--- src/rtl/ramb4_s4_fifo_ctrl_pkg.sv ---
// Shared constants and types for the RAMB4_S4 FIFO controller.
package ramb4_fifo_pkg;

    // Default geometry of the 1024x4 block RAM behind the controller
    localparam int FIFO_ADDR_W = 10;
    localparam int FIFO_DATA_W = 4;

    // Which side owns the single RAM port in a given cycle
    typedef enum logic [1:0] {
        GNT_NONE,
        GNT_WR,
        GNT_RD
    } grant_t;

endpackage

--- src/rtl/ramb4_s4_fifo_ctrl_if.sv ---
// Push/pop bus plus the RAM pin bundle of the FIFO controller.
// slave  = controller side, master = surrounding logic and RAM side.
interface ramb4_s4_fifo_ctrl_if #(
    parameter int ADDR_W = ramb4_fifo_pkg::FIFO_ADDR_W,
    parameter int DATA_W = ramb4_fifo_pkg::FIFO_DATA_W
);
    logic              wr_valid;
    logic [DATA_W-1:0] wr_data;
    logic              wr_ready;
    logic              rd_req;
    logic              rd_ack;
    logic              rd_valid;
    logic [DATA_W-1:0] rd_data;
    logic              full;
    logic              empty;
    logic              afull;
    logic              aempty;
    logic              ovf;
    logic              udf;
    logic [ADDR_W-1:0] ram_addr;
    logic [DATA_W-1:0] ram_di;
    logic              ram_we;
    logic              ram_en;
    logic [DATA_W-1:0] ram_do;

    modport slave (
        input  wr_valid, wr_data, rd_req, ram_do,
        output wr_ready, rd_ack, rd_valid, rd_data,
               full, empty, afull, aempty, ovf, udf,
               ram_addr, ram_di, ram_we, ram_en
    );

    modport master (
        output wr_valid, wr_data, rd_req, ram_do,
        input  wr_ready, rd_ack, rd_valid, rd_data,
               full, empty, afull, aempty, ovf, udf,
               ram_addr, ram_di, ram_we, ram_en
    );
endinterface

--- src/rtl/ramb4_s4_fifo_ctrl_arb.sv ---
// Single-port arbiter: picks write or read for the RAM each cycle.
// On a conflict the favoured side alternates so neither side starves.
module ramb4_fifo_arb
    import ramb4_fifo_pkg::*;
(
    input  logic   i_clk,
    input  logic   i_rst,
    input  logic   i_wr_elig,
    input  logic   i_rd_elig,
    output grant_t o_grant
);
    logic r_prio;
    logic w_prio_next;

    // Grant decision; priority flips only when both sides compete
    always_comb begin
        o_grant     = GNT_NONE;
        w_prio_next = r_prio;
        if (i_wr_elig && i_rd_elig) begin
            o_grant     = r_prio ? GNT_RD : GNT_WR;
            w_prio_next = ~r_prio;
        end else if (i_wr_elig) begin
            o_grant = GNT_WR;
        end else if (i_rd_elig) begin
            o_grant = GNT_RD;
        end
    end

    // Priority register, write favoured after reset
    always_ff @(posedge i_clk or posedge i_rst) begin
        if (i_rst) begin
            r_prio <= 1'b0;
        end else begin
            r_prio <= w_prio_next;
        end
    end
endmodule

--- src/rtl/ramb4_s4_fifo_ctrl.sv ---
// FIFO controller in front of a 1024x4 single-port block RAM.
// Optional sticky overflow/underflow flags: define RAMB4_FIFO_ERR_FLAGS_EN.
module ramb4_s4_fifo_ctrl
    import ramb4_fifo_pkg::*;
#(
    parameter int ADDR_W        = FIFO_ADDR_W,
    parameter int DATA_W        = FIFO_DATA_W,
    parameter int AFULL_THRESH  = 1000,
    parameter int AEMPTY_THRESH = 16
)(
    input logic                 i_clk,
    input logic                 i_rst,
    ramb4_s4_fifo_ctrl_if.slave fifo_bus
);
    localparam logic [ADDR_W:0] DEPTH      = {1'b1, {ADDR_W{1'b0}}};
    localparam logic [ADDR_W:0] AFULL_LVL  = (ADDR_W+1)'(AFULL_THRESH);
    localparam logic [ADDR_W:0] AEMPTY_LVL = (ADDR_W+1)'(AEMPTY_THRESH);

    logic [ADDR_W-1:0] r_wr_ptr;
    logic [ADDR_W-1:0] r_rd_ptr;
    logic [ADDR_W:0]   r_count;
    logic              r_rd_valid;
    logic              w_full;
    logic              w_empty;
    logic              w_wr_elig;
    logic              w_rd_elig;
    grant_t            w_grant;

    assign w_full  = (r_count == DEPTH);
    assign w_empty = (r_count == '0);

    // Reset gating keeps the RAM port quiet while reset is held
    assign w_wr_elig = fifo_bus.wr_valid & ~w_full  & ~i_rst;
    assign w_rd_elig = fifo_bus.rd_req   & ~w_empty & ~i_rst;

    ramb4_fifo_arb u_arb (
        .i_clk     (i_clk),
        .i_rst     (i_rst),
        .i_wr_elig (w_wr_elig),
        .i_rd_elig (w_rd_elig),
        .o_grant   (w_grant)
    );

    assign fifo_bus.wr_ready = (w_grant == GNT_WR);
    assign fifo_bus.rd_ack   = (w_grant == GNT_RD);
    assign fifo_bus.full     = w_full;
    assign fifo_bus.empty    = w_empty;
    assign fifo_bus.afull    = (r_count >= AFULL_LVL);
    assign fifo_bus.aempty   = (r_count <= AEMPTY_LVL);
    assign fifo_bus.rd_valid = r_rd_valid;
    assign fifo_bus.rd_data  = fifo_bus.ram_do;

    // RAM pin drive follows the grant; idle parks the address on rd_ptr
    always_comb begin
        fifo_bus.ram_en   = 1'b0;
        fifo_bus.ram_we   = 1'b0;
        fifo_bus.ram_addr = r_rd_ptr;
        fifo_bus.ram_di   = '0;
        case (w_grant)
            GNT_WR: begin
                fifo_bus.ram_en   = 1'b1;
                fifo_bus.ram_we   = 1'b1;
                fifo_bus.ram_addr = r_wr_ptr;
                fifo_bus.ram_di   = fifo_bus.wr_data;
            end
            GNT_RD: begin
                fifo_bus.ram_en   = 1'b1;
            end
            default: ;
        endcase
    end

    // Pointers, occupancy and read-valid pipeline stage
    always_ff @(posedge i_clk or posedge i_rst) begin
        if (i_rst) begin
            r_wr_ptr   <= '0;
            r_rd_ptr   <= '0;
            r_count    <= '0;
            r_rd_valid <= 1'b0;
        end else begin
            r_rd_valid <= (w_grant == GNT_RD);
            case (w_grant)
                GNT_WR: begin
                    r_wr_ptr <= r_wr_ptr + ADDR_W'(1);
                    r_count  <= r_count + (ADDR_W+1)'(1);
                end
                GNT_RD: begin
                    r_rd_ptr <= r_rd_ptr + ADDR_W'(1);
                    r_count  <= r_count - (ADDR_W+1)'(1);
                end
                default: ;
            endcase
        end
    end

`ifdef RAMB4_FIFO_ERR_FLAGS_EN
    logic r_ovf;
    logic r_udf;

    // Sticky capture of pushes into a full FIFO and pops from an empty one
    always_ff @(posedge i_clk or posedge i_rst) begin
        if (i_rst) begin
            r_ovf <= 1'b0;
            r_udf <= 1'b0;
        end else begin
            if (fifo_bus.wr_valid && w_full) begin
                r_ovf <= 1'b1;
            end
            if (fifo_bus.rd_req && w_empty) begin
                r_udf <= 1'b1;
            end
        end
    end

    assign fifo_bus.ovf = r_ovf;
    assign fifo_bus.udf = r_udf;
`else
    assign fifo_bus.ovf = 1'b0;
    assign fifo_bus.udf = 1'b0;
`endif

endmodule
--- src/flat_wrapper.sv ---
// flat-port wrapper written by rule: the top's interface ports become plain ports
module ramb4_s4_fifo_ctrl_flat import ramb4_fifo_pkg::*;
#(
    parameter int ADDR_W        = FIFO_ADDR_W,
    parameter int DATA_W        = FIFO_DATA_W,
    parameter int AFULL_THRESH  = 1000,
    parameter int AEMPTY_THRESH = 16
)
  (i_clk, i_rst, fifo_bus_wr_valid, fifo_bus_wr_data, fifo_bus_rd_req, fifo_bus_ram_do, fifo_bus_wr_ready, fifo_bus_rd_ack, fifo_bus_rd_valid, fifo_bus_rd_data, fifo_bus_full, fifo_bus_empty, fifo_bus_afull, fifo_bus_aempty, fifo_bus_ovf, fifo_bus_udf, fifo_bus_ram_addr, fifo_bus_ram_di, fifo_bus_ram_we, fifo_bus_ram_en);
  ramb4_s4_fifo_ctrl_if #(.ADDR_W(ADDR_W), .DATA_W(DATA_W)) fifo_bus_i ();
  input logic i_clk;
  input logic i_rst;
  input wire logic [$bits(fifo_bus_i.wr_valid)-1:0] fifo_bus_wr_valid;
  input wire logic [$bits(fifo_bus_i.wr_data)-1:0] fifo_bus_wr_data;
  input wire logic [$bits(fifo_bus_i.rd_req)-1:0] fifo_bus_rd_req;
  input wire logic [$bits(fifo_bus_i.ram_do)-1:0] fifo_bus_ram_do;
  output wire logic [$bits(fifo_bus_i.wr_ready)-1:0] fifo_bus_wr_ready;
  output wire logic [$bits(fifo_bus_i.rd_ack)-1:0] fifo_bus_rd_ack;
  output wire logic [$bits(fifo_bus_i.rd_valid)-1:0] fifo_bus_rd_valid;
  output wire logic [$bits(fifo_bus_i.rd_data)-1:0] fifo_bus_rd_data;
  output wire logic [$bits(fifo_bus_i.full)-1:0] fifo_bus_full;
  output wire logic [$bits(fifo_bus_i.empty)-1:0] fifo_bus_empty;
  output wire logic [$bits(fifo_bus_i.afull)-1:0] fifo_bus_afull;
  output wire logic [$bits(fifo_bus_i.aempty)-1:0] fifo_bus_aempty;
  output wire logic [$bits(fifo_bus_i.ovf)-1:0] fifo_bus_ovf;
  output wire logic [$bits(fifo_bus_i.udf)-1:0] fifo_bus_udf;
  output wire logic [$bits(fifo_bus_i.ram_addr)-1:0] fifo_bus_ram_addr;
  output wire logic [$bits(fifo_bus_i.ram_di)-1:0] fifo_bus_ram_di;
  output wire logic [$bits(fifo_bus_i.ram_we)-1:0] fifo_bus_ram_we;
  output wire logic [$bits(fifo_bus_i.ram_en)-1:0] fifo_bus_ram_en;
  assign fifo_bus_i.wr_valid = fifo_bus_wr_valid;
  assign fifo_bus_i.wr_data = fifo_bus_wr_data;
  assign fifo_bus_i.rd_req = fifo_bus_rd_req;
  assign fifo_bus_i.ram_do = fifo_bus_ram_do;
  assign fifo_bus_wr_ready = fifo_bus_i.wr_ready;
  assign fifo_bus_rd_ack = fifo_bus_i.rd_ack;
  assign fifo_bus_rd_valid = fifo_bus_i.rd_valid;
  assign fifo_bus_rd_data = fifo_bus_i.rd_data;
  assign fifo_bus_full = fifo_bus_i.full;
  assign fifo_bus_empty = fifo_bus_i.empty;
  assign fifo_bus_afull = fifo_bus_i.afull;
  assign fifo_bus_aempty = fifo_bus_i.aempty;
  assign fifo_bus_ovf = fifo_bus_i.ovf;
  assign fifo_bus_udf = fifo_bus_i.udf;
  assign fifo_bus_ram_addr = fifo_bus_i.ram_addr;
  assign fifo_bus_ram_di = fifo_bus_i.ram_di;
  assign fifo_bus_ram_we = fifo_bus_i.ram_we;
  assign fifo_bus_ram_en = fifo_bus_i.ram_en;
  ramb4_s4_fifo_ctrl #(.ADDR_W(ADDR_W), .DATA_W(DATA_W), .AFULL_THRESH(AFULL_THRESH), .AEMPTY_THRESH(AEMPTY_THRESH)) u_core (.i_clk(i_clk), .i_rst(i_rst), .fifo_bus(fifo_bus_i));
endmodule
--- config.mk ---
export PLATFORM = sky130hd
export DESIGN_NAME = ramb4_s4_fifo_ctrl_flat
export DESIGN_NICKNAME = d
export VERILOG_FILES = /design/src/rtl/ramb4_s4_fifo_ctrl_pkg.sv /design/src/rtl/ramb4_s4_fifo_ctrl_if.sv /design/src/rtl/ramb4_s4_fifo_ctrl_arb.sv /design/src/rtl/ramb4_s4_fifo_ctrl.sv /design/src/flat_wrapper.sv
export SDC_FILE = /design/constraint.sdc
export NUM_CORES = 1
export LEC_CHECK = 0
export CAP_MARGIN = 20
export CORE_MARGIN = 2
export CORE_UTILIZATION = 50
export CTS_CLUSTER_SIZE = 40
export DETAILED_ROUTE_END_ITERATION = 10
export PLACE_DENSITY_LB_ADDON = 0.15
export SLEW_MARGIN = 20
export SYNTH_ARGS = -nofsm -noshare
export SYNTH_HDL_FRONTEND = slang
export SYNTH_SLANG_ARGS = --single-unit
export TNS_END_PERCENT = 50
--- constraint.sdc ---
create_clock -name i_clk -period 10.12 [get_ports i_clk]
set_input_delay 1.012 -clock i_clk [delete_from_list [all_inputs] [get_ports i_clk]]
set_output_delay 1.012 -clock i_clk [all_outputs]
set_load 0.01 [all_outputs]
; Word-level counts from Yosys, hierarchy flattened
; Cells that the tools add are included.
[totals]
mem_bits_rw = 0
latch_bits = 0
ff_bits = 33
wordCells = 35
mem_bits_ro = 0
n_memories = 0
out_inout_bits = 29
input_bits = 12
[classes]
order_cmp = 2
reduce_logical = 4
n_bitwise = 8
muxes = 9
eq_ne = 3
div = 0
multipliers = 0
n_shift = 0
n_addsub = 4
[op_table]
columns = cell, count
row1 = 11-bit one-hot mux with 2 select lines, 1
row2 = "10-bit by 1-bit adder with 10-bit output, second input constant", 2
row3 = "11-bit by 1-bit adder with 11-bit output, second input constant", 1
row4 = "11-bit equality test, second input constant", 1
row5 = "11-bit by 10-bit greater-or-equal comparator with 1-bit output, second input constant", 1
row6 = "11-bit by 5-bit less-or-equal comparator with 1-bit output, second input constant", 1
row7 = 11-bit logical NOT, 1
row8 = "11-bit by 1-bit subtractor with 11-bit output, second input constant", 1
row9 = 10-bit two-way mux, 1
row10 = 2-bit two-way mux, 4
row11 = 1-bit AND, 4
row12 = 4-bit two-way mux, 1
row13 = 1-bit inverter, 4
row14 = "2-bit by 1-bit equality test with 1-bit output, second input constant", 1
row15 = "2-bit equality test, second input constant", 1
row16 = 1-bit two-way mux, 2
row17 = 2-bit nonzero test, 1
row18 = 2-bit OR reduction, 1
row19 = 1-bit logical AND, 1

; Depth between registers and ports, before layout
; Gate-level depths: netlist of run 1.
[logic_depth]
word_depth = 10
mapped_depth = 15
ltp_nobuf = 13

; Cells and area by module
; Synthesis of run 1 repeated with hierarchy kept, for this count alone.
[hier_totals]
hier_cells = 239
area_unflattened_um2 = 2247.2
[by_module_without_submodules]
columns = mod, area_each_um2, instances, cells_each, seq_area_each_um2
row1 = ramb4_s4_fifo_ctrl, 2187.1, 1, 232, 800.8
row2 = ramb4_fifo_arb, 60.1, 1, 7, 25.0

; Least setup slack after synthesis of run 1
; OpenSTA, ideal clock, no wires.
[synth_path]
kind = input port to output port
startpoint = input port i_rst
endpoint = output port fifo_bus_ram_addr[6]
slack_ns = 5.669
stages = 7
t_arrival_ns = 3.439
required_ns = 9.108
path_buffers = 2
cell_sequence = inv_1 > nand2_1 > a311oi_1 > ha_1 > clkbuf_1 > clkbuf_1 > mux2_2
[synth_via]
elab_chain_cells = 7
elab_cells_between_ends = 9
cone_classes = eq/ne: 1 / mux: 4 / bitwise: 3 / reduce/logical: 1
[synth_lines]
columns = element, line_no
row1 = start: declaration, flat_wrapper.sv:12  ; input logic i_rst;
row2 = 1-bit inverter *, "ramb4_s4_fifo_ctrl.sv:33, ramb4_s4_fifo_ctrl.sv:34"
row3 = 1-bit AND, ramb4_s4_fifo_ctrl.sv:34  ; assign w_rd_elig = fifo_bus.rd_req & ~w_empty & ~i_rst;
row4 = 2-bit two-way mux, ramb4_s4_fifo_ctrl_arb.sv:24  ; end else if (i_rd_elig) begin
row5 = 2-bit two-way mux, ramb4_s4_fifo_ctrl_arb.sv:22  ; end else if (i_wr_elig) begin
row6 = 2-bit two-way mux *, ramb4_s4_fifo_ctrl_arb.sv:19  ; if (i_wr_elig && i_rd_elig) begin
row7 = 2-bit by 1-bit equality test with 1-bit output *, ramb4_s4_fifo_ctrl.sv:59  ; case (w_grant)
row8 = 10-bit two-way mux *, ramb4_s4_fifo_ctrl.sv:59
row9 = end: declaration, flat_wrapper.sv:27  ; output wire logic [$bits(fifo_bus_i.ram_addr)-1:0] fifo_bus_ram_addr;
; Mark *: on every way between the ends. The rest lies on a longest branch, timed or not.

; Final worst setup path of run 1
[layout_path]
startpoint = register u_core.r_count[0]
endpoint = output port fifo_bus_ram_en
[layout_via]
elab_chain_cells = 10
elab_cells_between_ends = 16
cone_classes = eq/ne: 3 / mux: 4 / bitwise: 6 / reduce/logical: 3
[layout_lines]
columns = element, line_no
row1 = start: declaration, ramb4_s4_fifo_ctrl.sv:21  ; logic [ADDR_W:0] r_count;
row2 = start signal: assignment, ramb4_s4_fifo_ctrl.sv:85  ; r_count <= r_count + (ADDR_W+1)'(1);
row3 = start signal: assignment, ramb4_s4_fifo_ctrl.sv:89  ; r_count <= r_count - (ADDR_W+1)'(1);
row4 = 11-bit logical NOT, ramb4_s4_fifo_ctrl.sv:30  ; assign w_empty = (r_count == '0);
row5 = 1-bit inverter, ramb4_s4_fifo_ctrl.sv:34
row6 = 1-bit AND (2 in a row), ramb4_s4_fifo_ctrl.sv:34
row7 = 2-bit two-way mux, ramb4_s4_fifo_ctrl_arb.sv:24
row8 = 2-bit two-way mux, ramb4_s4_fifo_ctrl_arb.sv:22
row9 = 2-bit two-way mux *, ramb4_s4_fifo_ctrl_arb.sv:19
row10 = 2-bit by 1-bit equality test with 1-bit output / 2-bit equality test (equally long branches), ramb4_s4_fifo_ctrl.sv:59
row11 = 2-bit OR reduction (no source line) *, --
row12 = 1-bit two-way mux *, ramb4_s4_fifo_ctrl.sv:59
row13 = end: declaration, flat_wrapper.sv:30  ; output wire logic [$bits(fifo_bus_i.ram_en)-1:0] fifo_bus_ram_en;
; Marked as above.

==> run metrics, run 1 <==
outcome completed; hold_buf cts 0; Pwr Total 578 uW; Post-CTS Resized 0; Crit Path Max Fanout 19; highest-count cells in the layout ignoring fill and taps 33 x dfrtp_1, 30 x clkdlybuf4s50_1, 18 x nand2_1, 17 x xnor2_1, 13 x ha_1; CTS buffer count 5; Routed Antenna Nets 0; CP peak stage delay 0.68 ns; Final setup violation count 0; Tcrit/Tclk final 0.501; CTS clk-pin slew, worst paths 0.06 ns; Initial Util 0.527; share of cells above drive strength 1 0.107; io pins 41; RSZ-0062 raised after global routing false; Bufs and invs on worst path 2; worst vdd rail ir drop 131 uV; vias in the first global route 1667; Worst setup SP type flop; Worst-Skew Late Latency 0.28 ns; # rows 23; combinational power share 0.416; dpl ws 5.18 ns; first-pass GRT wire length 7.76 mm; Reg2Reg Depth 12; Post-synth top flop dfrtp_1; largest net degree at the start of global routing 36; post-layout util 0.625; Req. time, crit path 9.11 ns; Die Footprint 0.00478 mm2; total track usage 0.199; Max Buffers Root-to-Sink 2; total routed wirelength 4.23 mm; Hold Fails Final Rpt 0; Flop pwr share 0.399; Post-synth EDFFs 0; switching share of power 0.379; Die Ht 69.1 um; Hold/Removal Path Class flop to flop; DP Cell Count 285; Hold EP u_core.r_wr_ptr[9]; Reg2Reg Launch Point u_core.r_count[0]; HPWL Detailed 3.11 mm; delay-heaviest family, CP simple AND/OR/NAND/NOR gates; Psw 219 uW; Reg2Reg Setup Slack 5.67 ns; total clock sinks 33; slack of the critical path 5.05 ns; crit path cell chain or4_1, or3_1, and3b_1, or4b_1, ha_1, clkinv_1, clkdlybuf4s50_1; Synth warnings 0; critical path endpoint category primary output; Setup TNS 0 ns; max_cap viols 0; CTS tree done; initial antenna violation count 0; flops & latches, synth 33; PwrDens 230 mW/mm2; critical setup path kind flop to primary output; hold depth 1; ant diodes 0; placed cell area 0.00242 mm2; Core ar. 0.00403 mm2; Final min period 5.07 ns; Min-Delay Startpoint u_core.r_wr_ptr[9]; Slew @ Worst Pin 0.796 ns; Static Leakage 1.09 nW; FMAX 197 MHz; Layout Cells excl Fill 293; Final Instance Area 0.00252 mm2; Post-CTS Setup Inserts 0; Synth async-reset ratio 1.00; GRT overflow 0; Distinct cells, synth 49; synthesized cell area 0.00212 mm2; routed vias/inst 5.74; Clock Power Share 0.185; die width 69.1 um; Storage cell area 826 um2; Rel. slew slack 0.469; Routability Congestion 0.857; initial drt markers 79; Post-Syn Instances 217; slowest CP cell ha_1; DRC 0; Port Buffers 30; vias after detailed routing 1681; Layout Skew 0.00428 ns; number of fill cells in the layout 355; P_int 359 uW; most common cell after layout, fill and taps aside dfrtp_1; Arr. time, crit path 4.06 ns; sequential area share after synthesis 0.389; Routed WL per cell 14.4 um; nets 268; max-slew violations 0; Syn-to-layout area delta 18.6%; H-tree depth 2; area of the multi-input gates 0.00119 mm2; DR pass1 iterations 4; reg2reg end u_core.r_count[10]; Syn Area/Cell 9.78 um2; Clock Tree Root clkbuf_8; Min Hold Slack 0.474 ns
[metal layers]
| layer | share of wire | track usage | vias up | wire [um] |
|---|---|---|---|---|
| li1 | - | - | 825 | - |
| met1 | 0.46 | 0.245 | 807 | 1930 |
| met2 | 0.48 | 0.333 | 43 | 2020 |
| met3 | 0.054 | 0.0599 | 6 | 229 |
| met4 | 0.013 | 0.0610 | 0 | 55 |
| met5 | 0 | 0 | - | 0 |
[cells by family (layout without fill, tap and decap cells)]
logic type      Yosys count  in the layout  synth area share
buf+inv                  21             46            0.0501
xor+xnor                 24             24            0.0991
simple gates             67             67             0.164
flops                    33             33             0.389
other cells               1              2           0.00177
fa+ha+maj                14             14            0.0861
compound gates           44             44             0.142
mux                      13             13            0.0684
[power groups by stage]
stage	clock, mW	combinational [mW]	sequential, mW
6_report	0.107	0.240	0.231
5_1_grt	0.117	0.275	0.239
4_1_cts	0.109	0.243	0.231
3_5_place_dp	0	0.240	0.232
3_3_place_gp	0	0.237	0.231
2_1_floorplan	0	0.179	0.214
[state kept, by name, indices dropped and copies added (netlist names)]
signal and flops:
u_core.fifo_bus.rd_valid 1, u_core.r_count 11, u_core.r_rd_ptr 10, u_core.r_wr_ptr 10
u_core.u_arb.r_prio 1
[synth_stat cells, types with 2 or more instances]
cell | number | area share
dfrtp_1 | 33 | 0.39
nand2_1 | 18 | 0.032
xnor2_1 | 17 | 0.070
ha_1 | 13 | 0.077
mux2_2 | 12 | 0.064
nor2_1 | 12 | 0.021
o21ai_0 | 12 | 0.028
nand4_1 | 10 | 0.029
a21oi_1 | 8 | 0.019
buf_4 | 7 | 0.025
xor2_1 | 7 | 0.029
inv_1 | 6 | 0.011
nand3_1 | 6 | 0.014
clkbuf_1 | 5 | 0.0088
and2_1 | 4 | 0.012
and3_1 | 4 | 0.012
a211oi_1 | 3 | 0.011
o211ai_1 | 3 | 0.011
o21a_1 | 3 | 0.011
a311oi_1 | 2 | 0.0083
and3b_1 | 2 | 0.0083
nor3_1 | 2 | 0.0047
or2_2 | 2 | 0.0059
[how the worst max path moves through the flow]
stage / end / slack (ns) / from / cells past startpoint
global placement: fifo_bus_ram_addr[1] / 5.27 / i_rst / 8
detailed placement: fifo_bus_ram_addr[9] / 5.18 / i_rst / 8
finish: fifo_bus_ram_en / 5.05 / u_core.r_count[0] / 7
CTS: fifo_bus_ram_en / 5.01 / u_core.r_count[0] / 7
floorplan: fifo_bus_ram_addr[6] / 5.67 / i_rst / 7
global route: fifo_bus_ram_en / 4.79 / u_core.r_count[0] / 7
[area by class of cell]
type | count | share of cell area
Sequential cell | 33 | 0.328
Multi-Input combinational cell | 164 | 0.474
Clock inverter | 1 | 0.00199
Tap cell | 50 | 0.0249
Inverter | 7 | 0.0104
Clock buffer | 7 | 0.0383
Timing Repair Buffer | 31 | 0.122
No activity file was read; power rests on OpenSTA's default activity.
==> run 2: changes to the inputs <==
clock period = 4.94 ns   (was 10.12 ns; I/O delays follow)
==> run metrics, run 2 (same netlist as run 1, synthesis figures left out) <==
Hold Fails Final Rpt 0; Slew @ Worst Pin 0.788 ns; Final min period 4.49 ns; worst vdd rail ir drop 285 uV; Die Ht 69.1 um; ant diodes 0; grt peak-use layer met2; Routed Antenna Nets 0; Final setup violation count 0; vias in the first global route 1570; Hold/Removal Path Class flop to flop; Arr. time, crit path 4.00 ns; Worst-Skew Late Latency 0.28 ns; first-pass GRT wire length 7.36 mm; die width 69.1 um; largest registers u_core.r_count (11), u_core.r_rd_ptr (10), u_core.r_wr_ptr (10); Initial Util 0.527; vias after detailed routing 1666; max_cap viols 0; hold depth 1; Crit Path Max Fanout 19; RSZ-0062 raised after global routing false; max-slew violations 0; Syn-to-layout area delta 18.3%; Reg2Reg Depth 12; Req. time, crit path 4.45 ns; Die Footprint 0.00478 mm2; CTS tree done; H-tree depth 2; highest-count cells in the layout ignoring fill and taps 33 x dfrtp_1, 30 x clkdlybuf4s50_1, 18 x nand2_1, 17 x xnor2_1, 13 x ha_1; GRT overflow 0; Rel. slew slack 0.475; CTS buffer count 5; max reg flops 11; total clock sinks 33; most common cell after layout, fill and taps aside dfrtp_1; outcome completed; FMAX 223 MHz; DR pass1 iterations 4; grt met1 use 0.246; Post-CTS Setup Inserts 0; DRC 0; slack of the critical path 0.450 ns; Worst setup SP type flop; total track usage 0.190; routed vias/inst 5.67; Setup TNS 0 ns; PwrDens 464 mW/mm2; initial drt markers 91; Routed WL per cell 14.4 um; Min Hold Slack 0.489 ns; initial antenna violation count 0; critical path endpoint category primary output; CTS clk-pin slew, worst paths 0.07 ns; Core ar. 0.00403 mm2; Layout Skew 0.00849 ns; # rows 23; met3 usage 0.0570; io pins 41; Port Buffers 30; critical setup path kind flop to primary output; share of cells above drive strength 1 0.111; Clock Tree Root clkbuf_8; total routed wirelength 4.23 mm; dpl ws 0.755 ns; nets 269; HPWL Detailed 3.17 mm; largest register by flop count u_core.r_count; Pwr Total 1.16 mW; largest net degree at the start of global routing 35; hold_buf cts 0; Static Leakage 1.08 nW; Routability Congestion 0.886; Post-CTS Resized 0; Max Buffers Root-to-Sink 2; met2 global-route usage 0.304; post-layout util 0.623; Tcrit/Tclk final 0.909
==> run 2: changes by cell type in the layout (fill, tap and decap cells not counted) <==
cell	delta
buf_4	+1
clkinvlp_4	+1
clkbuf_8	-2
clkinv_2	+1
==> run 2: worst paths after layout <==
kind,from,to,slack (ns)
setup / recovery,u_core.r_count[0],fifo_bus_ram_en,0.45
hold / removal,u_core.r_rd_ptr[9],u_core.r_rd_ptr[9],0.49
setup reg to reg,u_core.r_count[0],u_core.r_count[10],0.86
hold reg to reg,u_core.r_rd_ptr[9],u_core.r_rd_ptr[9],0.49
max in group asynchronous,i_rst,u_core.r_wr_ptr[3],3.95
min in group asynchronous,i_rst,u_core.r_rd_ptr[4],0.69
==> run 2: cell type report <==
class | instances | area, um2
Fill cell | 351 | 1520
Multi-Input combinational cell | 164 | 1190
Sequential cell | 33 | 826
Timing Repair Buffer | 32 | 315
Clock buffer | 5 | 68.8
Tap cell | 50 | 62.6
Inverter | 7 | 26.3
Clock inverter | 3 | 17.5
==> run 2: worst max-delay path: stages, from the launching register on <==
cell,delay (ns)
dfrtp_1,0.44
or4_1,0.56
or3_1,0.41
and3b_1,0.23
or4b_1,0.47
ha_1,0.66
clkinv_1,0.38
clkdlybuf4s50_1,0.57
==> run 2: power breakdown <==
part | internal (mW) | switching, mW | total (mW)
combinational | 0.253 | 0.244 | 0.497
sequential | 0.357 | 0.111 | 0.468
clock | 0.0972 | 0.102 | 0.199
==> run 2: stage by stage <==
step | instances | cell area, um2
after floorplan | 218 | 2130
after global placement | 286 | 2420
after detailed placement | 286 | 2420
after CTS | 294 | 2510
after global routing | 294 | 2510
final | 294 | 2510
==> run 2: layer usage <==
layer	up-vias	wire, um
met5	-	0
met4	0	24
met3	2	216
li1	828	-
met1	793	1950
met2	43	2030
==> run 3: changes to the inputs <==
SLEW_MARGIN = 25   (was 20)
==> results of run 3 <==
Same layout as run 2: the final DEF is identical, and so are final timing and power.
